`config.mk`:
```
export PLATFORM = sky130hd
export DESIGN_NAME = booth_mult_seq
export DESIGN_NICKNAME = d
export VERILOG_FILES = /design/src/rtl/booth_mult_seq.sv
export SDC_FILE = /design/constraint.sdc
export NUM_CORES = 1
export LEC_CHECK = 0
export BUFFER_PORTS_ARGS = -buffer_cell sky130_fd_sc_hd__buf_2
export CELL_PAD_IN_SITES_DETAIL_PLACEMENT = 1
export CELL_PAD_IN_SITES_GLOBAL_PLACEMENT = 1
export CORE_MARGIN = 2
export CORE_UTILIZATION = 30
export CTS_CLUSTER_DIAMETER = 30
export DETAILED_ROUTE_END_ITERATION = 7
export PLACE_DENSITY = 0.65
export SKIP_CTS_REPAIR_TIMING = 1
export SYNTH_ARGS = -nofsm -noshare
export SYNTH_HDL_FRONTEND = slang
export SYNTH_SLANG_ARGS = --single-unit
```
`constraint.sdc`:
```
create_clock -name clk -period 3 [get_ports clk]
set_input_delay 0 -clock clk [delete_from_list [all_inputs] [get_ports clk]]
set_output_delay 0 -clock clk [all_outputs]
set_load 0.02 [all_outputs]
```
`src/rtl/booth_mult_seq.sv`:
```
`default_nettype none
// ============================================================================
// Module   : booth_mult_seq
// Brief    : Sequential radix-2 Booth multiplier with start/done handshake.
//            Define BOOTH_UNSIGNED_EN to add the is_signed port (N = W+1).
// Revision : 1.0 - initial release
// ============================================================================
module booth_mult_seq #(
    parameter int W = 5
) (
    input  logic             clk,
    input  logic             rst_n,
    input  logic             start,
    input  logic [W-1:0]     x,
    input  logic [W-1:0]     y,
`ifdef BOOTH_UNSIGNED_EN
    input  logic             is_signed,
`endif
    output logic             busy,
    output logic             done,
    output logic [2*W-1:0]   result
);

`ifdef BOOTH_UNSIGNED_EN
    localparam int N = W + 1;
`else
    localparam int N = W;
`endif
    localparam int CW = $clog2(N + 1);

    typedef enum logic [1:0] {
        IDLE = 2'd0,
        RUN  = 2'd1,
        DONE = 2'd2
    } state_t;

    state_t            state_q, state_d;
    logic [N:0]        a_q, a_d;
    logic [N-1:0]      x_q, x_d;
    logic [N:0]        y_q, y_d;
    logic              ff_q, ff_d;
    logic [CW-1:0]     cnt_q, cnt_d;
    logic [2*W-1:0]    res_q, res_d;
    logic              busy_q, busy_d;
    logic              done_q, done_d;

    logic              w_sign;
    logic [N-1:0]      w_x_ext;
    logic [N:0]        w_y_ext;
    logic [N:0]        w_acc;

`ifdef BOOTH_UNSIGNED_EN
    assign w_sign = is_signed;
`else
    assign w_sign = 1'b1;
`endif

    // Upper bits replicate the operand MSB only for signed operands.
    always_comb begin
        w_x_ext        = '0;
        w_y_ext        = '0;
        w_x_ext[W-1:0] = x;
        w_y_ext[W-1:0] = y;
        for (int i = W; i < N; i++) begin
            w_x_ext[i] = w_sign & x[W-1];
        end
        for (int i = W; i <= N; i++) begin
            w_y_ext[i] = w_sign & y[W-1];
        end
    end

    always_comb begin
        case ({x_q[0], ff_q})
            2'b10:   w_acc = a_q - y_q;
            2'b01:   w_acc = a_q + y_q;
            default: w_acc = a_q;
        endcase
    end

    always_comb begin
        state_d = state_q;
        a_d     = a_q;
        x_d     = x_q;
        y_d     = y_q;
        ff_d    = ff_q;
        cnt_d   = cnt_q;
        res_d   = res_q;
        case (state_q)
            IDLE: begin
                if (start) begin
                    a_d     = '0;
                    ff_d    = 1'b0;
                    cnt_d   = '0;
                    x_d     = w_x_ext;
                    y_d     = w_y_ext;
                    state_d = RUN;
                end
            end
            RUN: begin
                a_d   = {w_acc[N], w_acc[N:1]};
                x_d   = {w_acc[0], x_q[N-1:1]};
                ff_d  = x_q[0];
                cnt_d = cnt_q + 1'b1;
                if (cnt_q == CW'(N - 1)) begin
                    state_d = DONE;
                    // Low 2W bits of the shifted {A,X} hold the product.
                    res_d   = {a_d[2*W-N-1:0], x_d};
                end
            end
            DONE: begin
                state_d = IDLE;
            end
            default: begin
                state_d = IDLE;
            end
        endcase
        busy_d = (state_d != IDLE);
        done_d = (state_d == DONE);
    end

    always_ff @(posedge clk or negedge rst_n) begin
        if (!rst_n) begin
            state_q <= IDLE;
            a_q     <= '0;
            x_q     <= '0;
            y_q     <= '0;
            ff_q    <= 1'b0;
            cnt_q   <= '0;
            res_q   <= '0;
            busy_q  <= 1'b0;
            done_q  <= 1'b0;
        end else begin
            state_q <= state_d;
            a_q     <= a_d;
            x_q     <= x_d;
            y_q     <= y_d;
            ff_q    <= ff_d;
            cnt_q   <= cnt_d;
            res_q   <= res_d;
            busy_q  <= busy_d;
            done_q  <= done_d;
        end
    end

    assign busy   = busy_q;
    assign done   = done_q;
    assign result = res_q;

endmodule
`default_nettype wire
```
-- Yosys cells after proc, flatten, opt, wreduce, memory -nomap -nowiden
Cells that the tools add are included.
- add/subtract/negate cells: 3
- equality and inequality tests: 6
- multiplexer cells: 12
- reduce and logical (&&, ||, !) cells: 6
- operators by type and width (operator ; number):
    $pmux 6 s2 ; 2
    $pmux 5 s2 ; 1
    $add 6x6->6 ; 1
    $mux 6 ; 1
    $pmux 3 s2 ; 1
    $reduce_and 2->1 ; 3
    $sub 6x6->6 ; 1
    $mux 5 ; 1
    $eq 2x1->1 const B ; 2
    $eq 2x2->1 const B ; 2
    $mux 2 ; 2
    $pmux 2 s2 ; 1
    $reduce_bool 2->1 ; 2
    $add 3x1->3 const B ; 1
    $eq 3x3->1 const B ; 1
    $mux 3 ; 1
    $logic_not 2->1 ; 1
    $ne 2x2->1 const B ; 1
    $pmux 1 s2 ; 1
    $mux 1 ; 1
- register bits after elaboration: 34
- bits of input ports: 13
- output and inout bits: 12
- word-level logic and storage cells: 36

-- Logic depth before layout (Yosys ltp)
- depth after elaboration: 4
- mapped depth: 10
- gate-level depth less buffers: 10

-- Worst setup path before layout
OpenSTA, ideal clock, no wires.
- path kind: register to register
- from: reg x_q[0]
- to: reg a_q[4]
- library setup time: 0.087 ns
- arrival time: 2.366 ns
- required time: 2.913 ns
- setup slack: 0.547 ns
- cell stages (with the launch flop): 11
- buffers on the path: 0
- period minus slack after synthesis: 2.453 ns
- cell sequence: dfrtp_1 inv_1 ha_1 mux2_2 ha_1 a21o_1 a21oi_1 o21ai_1 xor2_1 or4_1 o211ai_1
- cells in the longest elaborated chain, start to end: 3
- elaborated cells on any way between the ends: 4
- those cells by class: 2 x eq/ne; 2 x mux
- RTL lines (what ; line ; RTL):
    start, declared ; 39 ; logic [N-1:0] x_q, x_d;
    start signal, assigned ; 125 ; x_q <= '0;
    start signal, assigned ; 135 ; x_q <= x_d;
    $eq 2x1->1 / $eq 2x2->1 (equally long branches) ; 73 ; case ({x_q[0], ff_q})
    $pmux 6 s2 (*) ; 73 ;
    $pmux 6 s2 (*) ; 88 ; case (state_q)
    end signal, assigned ; 124 ; a_q <= '0;
    end signal, assigned ; 134 ; a_q <= a_d;
    end, declared ; 38 ; logic [N:0] a_q, a_d;
Every way passes the cells marked *; elsewhere a longest branch is shown, timed or not.
A chain may end at the register's enable or synchronous reset.

-- Worst setup path after layout
Same ends and word-level chain as after synthesis.

==> flow_summary_export.csv <==
group,metric,value,unit
run_status,status,"completed",
global_routing,grt_max_degree,34,
sta,holdWs,0.808,ps
critical_path,startpoint,"x_q[0]",
critical_path,rrSetupSlack,380,ps
floorplan,initial_utilization,0.308,
sta,finalHoldViolations,0,
sta,setup_tns,0,ps
critical_path,rr_endpoint,"a_q[4]",
synthesis,synth_top_area_frac,0.493,
sta,post-route-period-util,0.874,
placed_design,portBuffers,24,
final_layout,areaGrowthSynthToFinish,21.5,%
power_and_ir_drop,powerDensity,1280,nW/um^2
synthesis,synth_fp_nets,187,
power_and_ir_drop,total_power,2.60,mW
floorplan,dieArea,6200,sq um
final_layout,fin_nets,221,
drt,drt_iter0_drc,33,
critical_path,required,3210,ps
min_path,hold_class,"in -> reg",
power_and_ir_drop,p_leak,0.974,nW
sta,drv_slew,0,
flow_run,drv_cap,0,
drt,postRouteWirelength,3.77,mm
floorplan,die_w,78.8,um
critical_path,crit_arrival,2830,ps
final_layout,drive_gt1_frac,0.212,
critical_path,critPathKind,"reg -> reg",
critical_path,worstSetupStartpointType,"register",
synthesis,ys_seq_area_frac,0.493,
synthesis,synth_common_cells,"dfrtp_1, o21ai_0, nand2_1",
floorplan,core,5440,sq um
synthesis,synth_area_per_cell,10.3,sq um
drt,drc_errors,0,
sta,rsz0062_at_grt,"false",
synthesis,ys.warnings.count,0,
drt,routedWlPerCell,14.0,um
power_and_ir_drop,peakVddDrop,280,uV
critical_path,path_max_fanout,6,
floorplan,row_count,27,
clock_network,clock_path_buffers,2,
critical_path,r2r_start,"x_q[0]",
synthesis,synth_edf_count,0,
synthesis,synth_top_area_cell,"dfrtp_1",
clock_network,cts_tree,"yes",
sta,worst_pin_slew,772,ps
global_routing,grt_overflow,0,
sta,fin_skew,5.04,ps
drt,first_pass_iters,4,
critical_path,cp-endpoint,"a_q[4]",
clock_network,cts_made_buffers,5,
final_layout,diodes,0,
clock_network,cts_root_buffer,"clkbuf_8",
sta,timing.slew.headroom,0.486,
sta,period_minus_slack,2620,ps
placed_design,dp_hpwl,2.70,mm
floorplan,die_h,78.8,um
synthesis,synth_area_leaders,"dfrtp_1, ha_1, o21ai_0, mux2_2, nand2_1",
global_routing,grt_pass1_wl,6.27,mm
synthesis,synth_cells,163,
placed_design,gp_congestion,0.806,
clock_network,htree_levels,2,
critical_path,end_kind,"register",
sta,setup_viol,0,
clock_network,insertion_delay,280,ps
global_routing,antenna_found_initial,0,
drt,num_vias,1259,
sta,fmax,0.381,GHz
synthesis,synth_most_common_cell,"dfrtp_1",
final_layout,stdcell_area,2040,sq um
critical_path,rr_worst_depth,10,
synthesis,synth_flop_cell,"dfrtp_1",
synthesis,ys_ff_latch,33,
synthesis,syn_area,1680,sq um
floorplan,io-pin-count,25,
global_routing,track_usage,0.132,
drt,ant_nets,0,
clock_network,path_clk_slew,70,ps
synthesis,async_flop_share,1.00,
synthesis,ys_types,34,
global_routing,grt_pass1_vias,1291,
drt,vias_per_cell,4.66,
clock_network,clkSinkCount,33,
placed_design,dpl_cell_area,1860,sq um
[metrics by stage]
step                 util  instances  setup WS [ps]
floorplan               -        163            547
global placement    0.342        256            435
detailed placement  0.342        256            387
CTS                 0.363        264            365
global route        0.375        270            223
finish              0.375        270            378
[state kept, by name, summed over array words and instances (netlist names)]
signal / count
done: 1
result: 10
busy: 1
state_q: 2
a_q: 5
x_q: 5
y_q: 5
ff_q: 1
cnt_q: 3
[how the worst min path moves through the flow]
stage	start	to	slack, ps	depth (start not counted)
2_1_floorplan	rst_n	a_q[0]	-300	0
3_3_place_gp	rst_n	done	130	1
3_5_place_dp	rst_n	done	130	1
4_1_cts	rst_n	a_q[0]	-190	1
5_1_grt	x[2]	x_q[2]	4	3
6_report	x[3]	x_q[3]	0.8	3
[power breakdown]
group / switching (mW) / internal, mW / total, mW
logic: 0.760 / 0.578 / 1.34
registers: 0.171 / 0.653 / 0.824
clock network: 0.166 / 0.271 / 0.436
[kinds of logic after synthesis]
| family | share of synthesized area |
|---|---|
| AO/OA/AOI/OAI | 0.174 |
| AND/OR/NAND/NOR | 0.102 |
| flip-flops | 0.493 |
| buffers and inverters | 0.0493 |
| adder cells (fa/ha/maj) | 0.0866 |
| multiplexers | 0.0590 |
| XOR/XNOR | 0.0366 |
[routing by layer]
| layer | vias up | track usage | share of wire |
|---|---|---|---|
| met4 | 0 | 0.0474 | 0.014 |
| met1 | 597 | 0.180 | 0.50 |
| li1 | 632 | - | - |
| met5 | - | 0 | 0 |
| met3 | 6 | 0.0352 | 0.036 |
| met2 | 24 | 0.200 | 0.45 |
[cell type report]
class | count | area [sq um]
Tap cell | 72 | 90.1
Timing Repair Buffer | 32 | 195
Clock inverter | 1 | 30.0
Inverter | 11 | 41.3
Sequential cell | 33 | 826
Fill cell | 629 | 3400
Multi-Input combinational cell | 114 | 768
Clock buffer | 7 | 86.3
[placed cells by master (no fill, tap or decap), types with 2 or more instances in the layout]
master and count:
buf_2 24, dfrtp_1 33, nor2_1 8, xor2_1 6
inv_1 11, a22oi_1 4, a21o_1 2, mux2i_1 2
a21oi_1 10, nand2b_1 2, nand2_1 18, nor2b_1 5
ha_1 10, o211ai_1 2, clkbuf_8 6, a31oi_1 2
buf_4 2, dlygate4sd3_1 6, mux2_2 7, o21ai_0 22
[worst max-delay path: stages, from the launching register on]
cell and delay [ps]:
dfrtp_1 380, inv_1 90, ha_1 280, mux2_2 390
ha_1 270, a21o_1 150, a21oi_1 210, o21ai_1 100
xor2_1 170, or4_1 410, o211ai_1 90
Note: power is estimated with default switching activity, not from simulation.
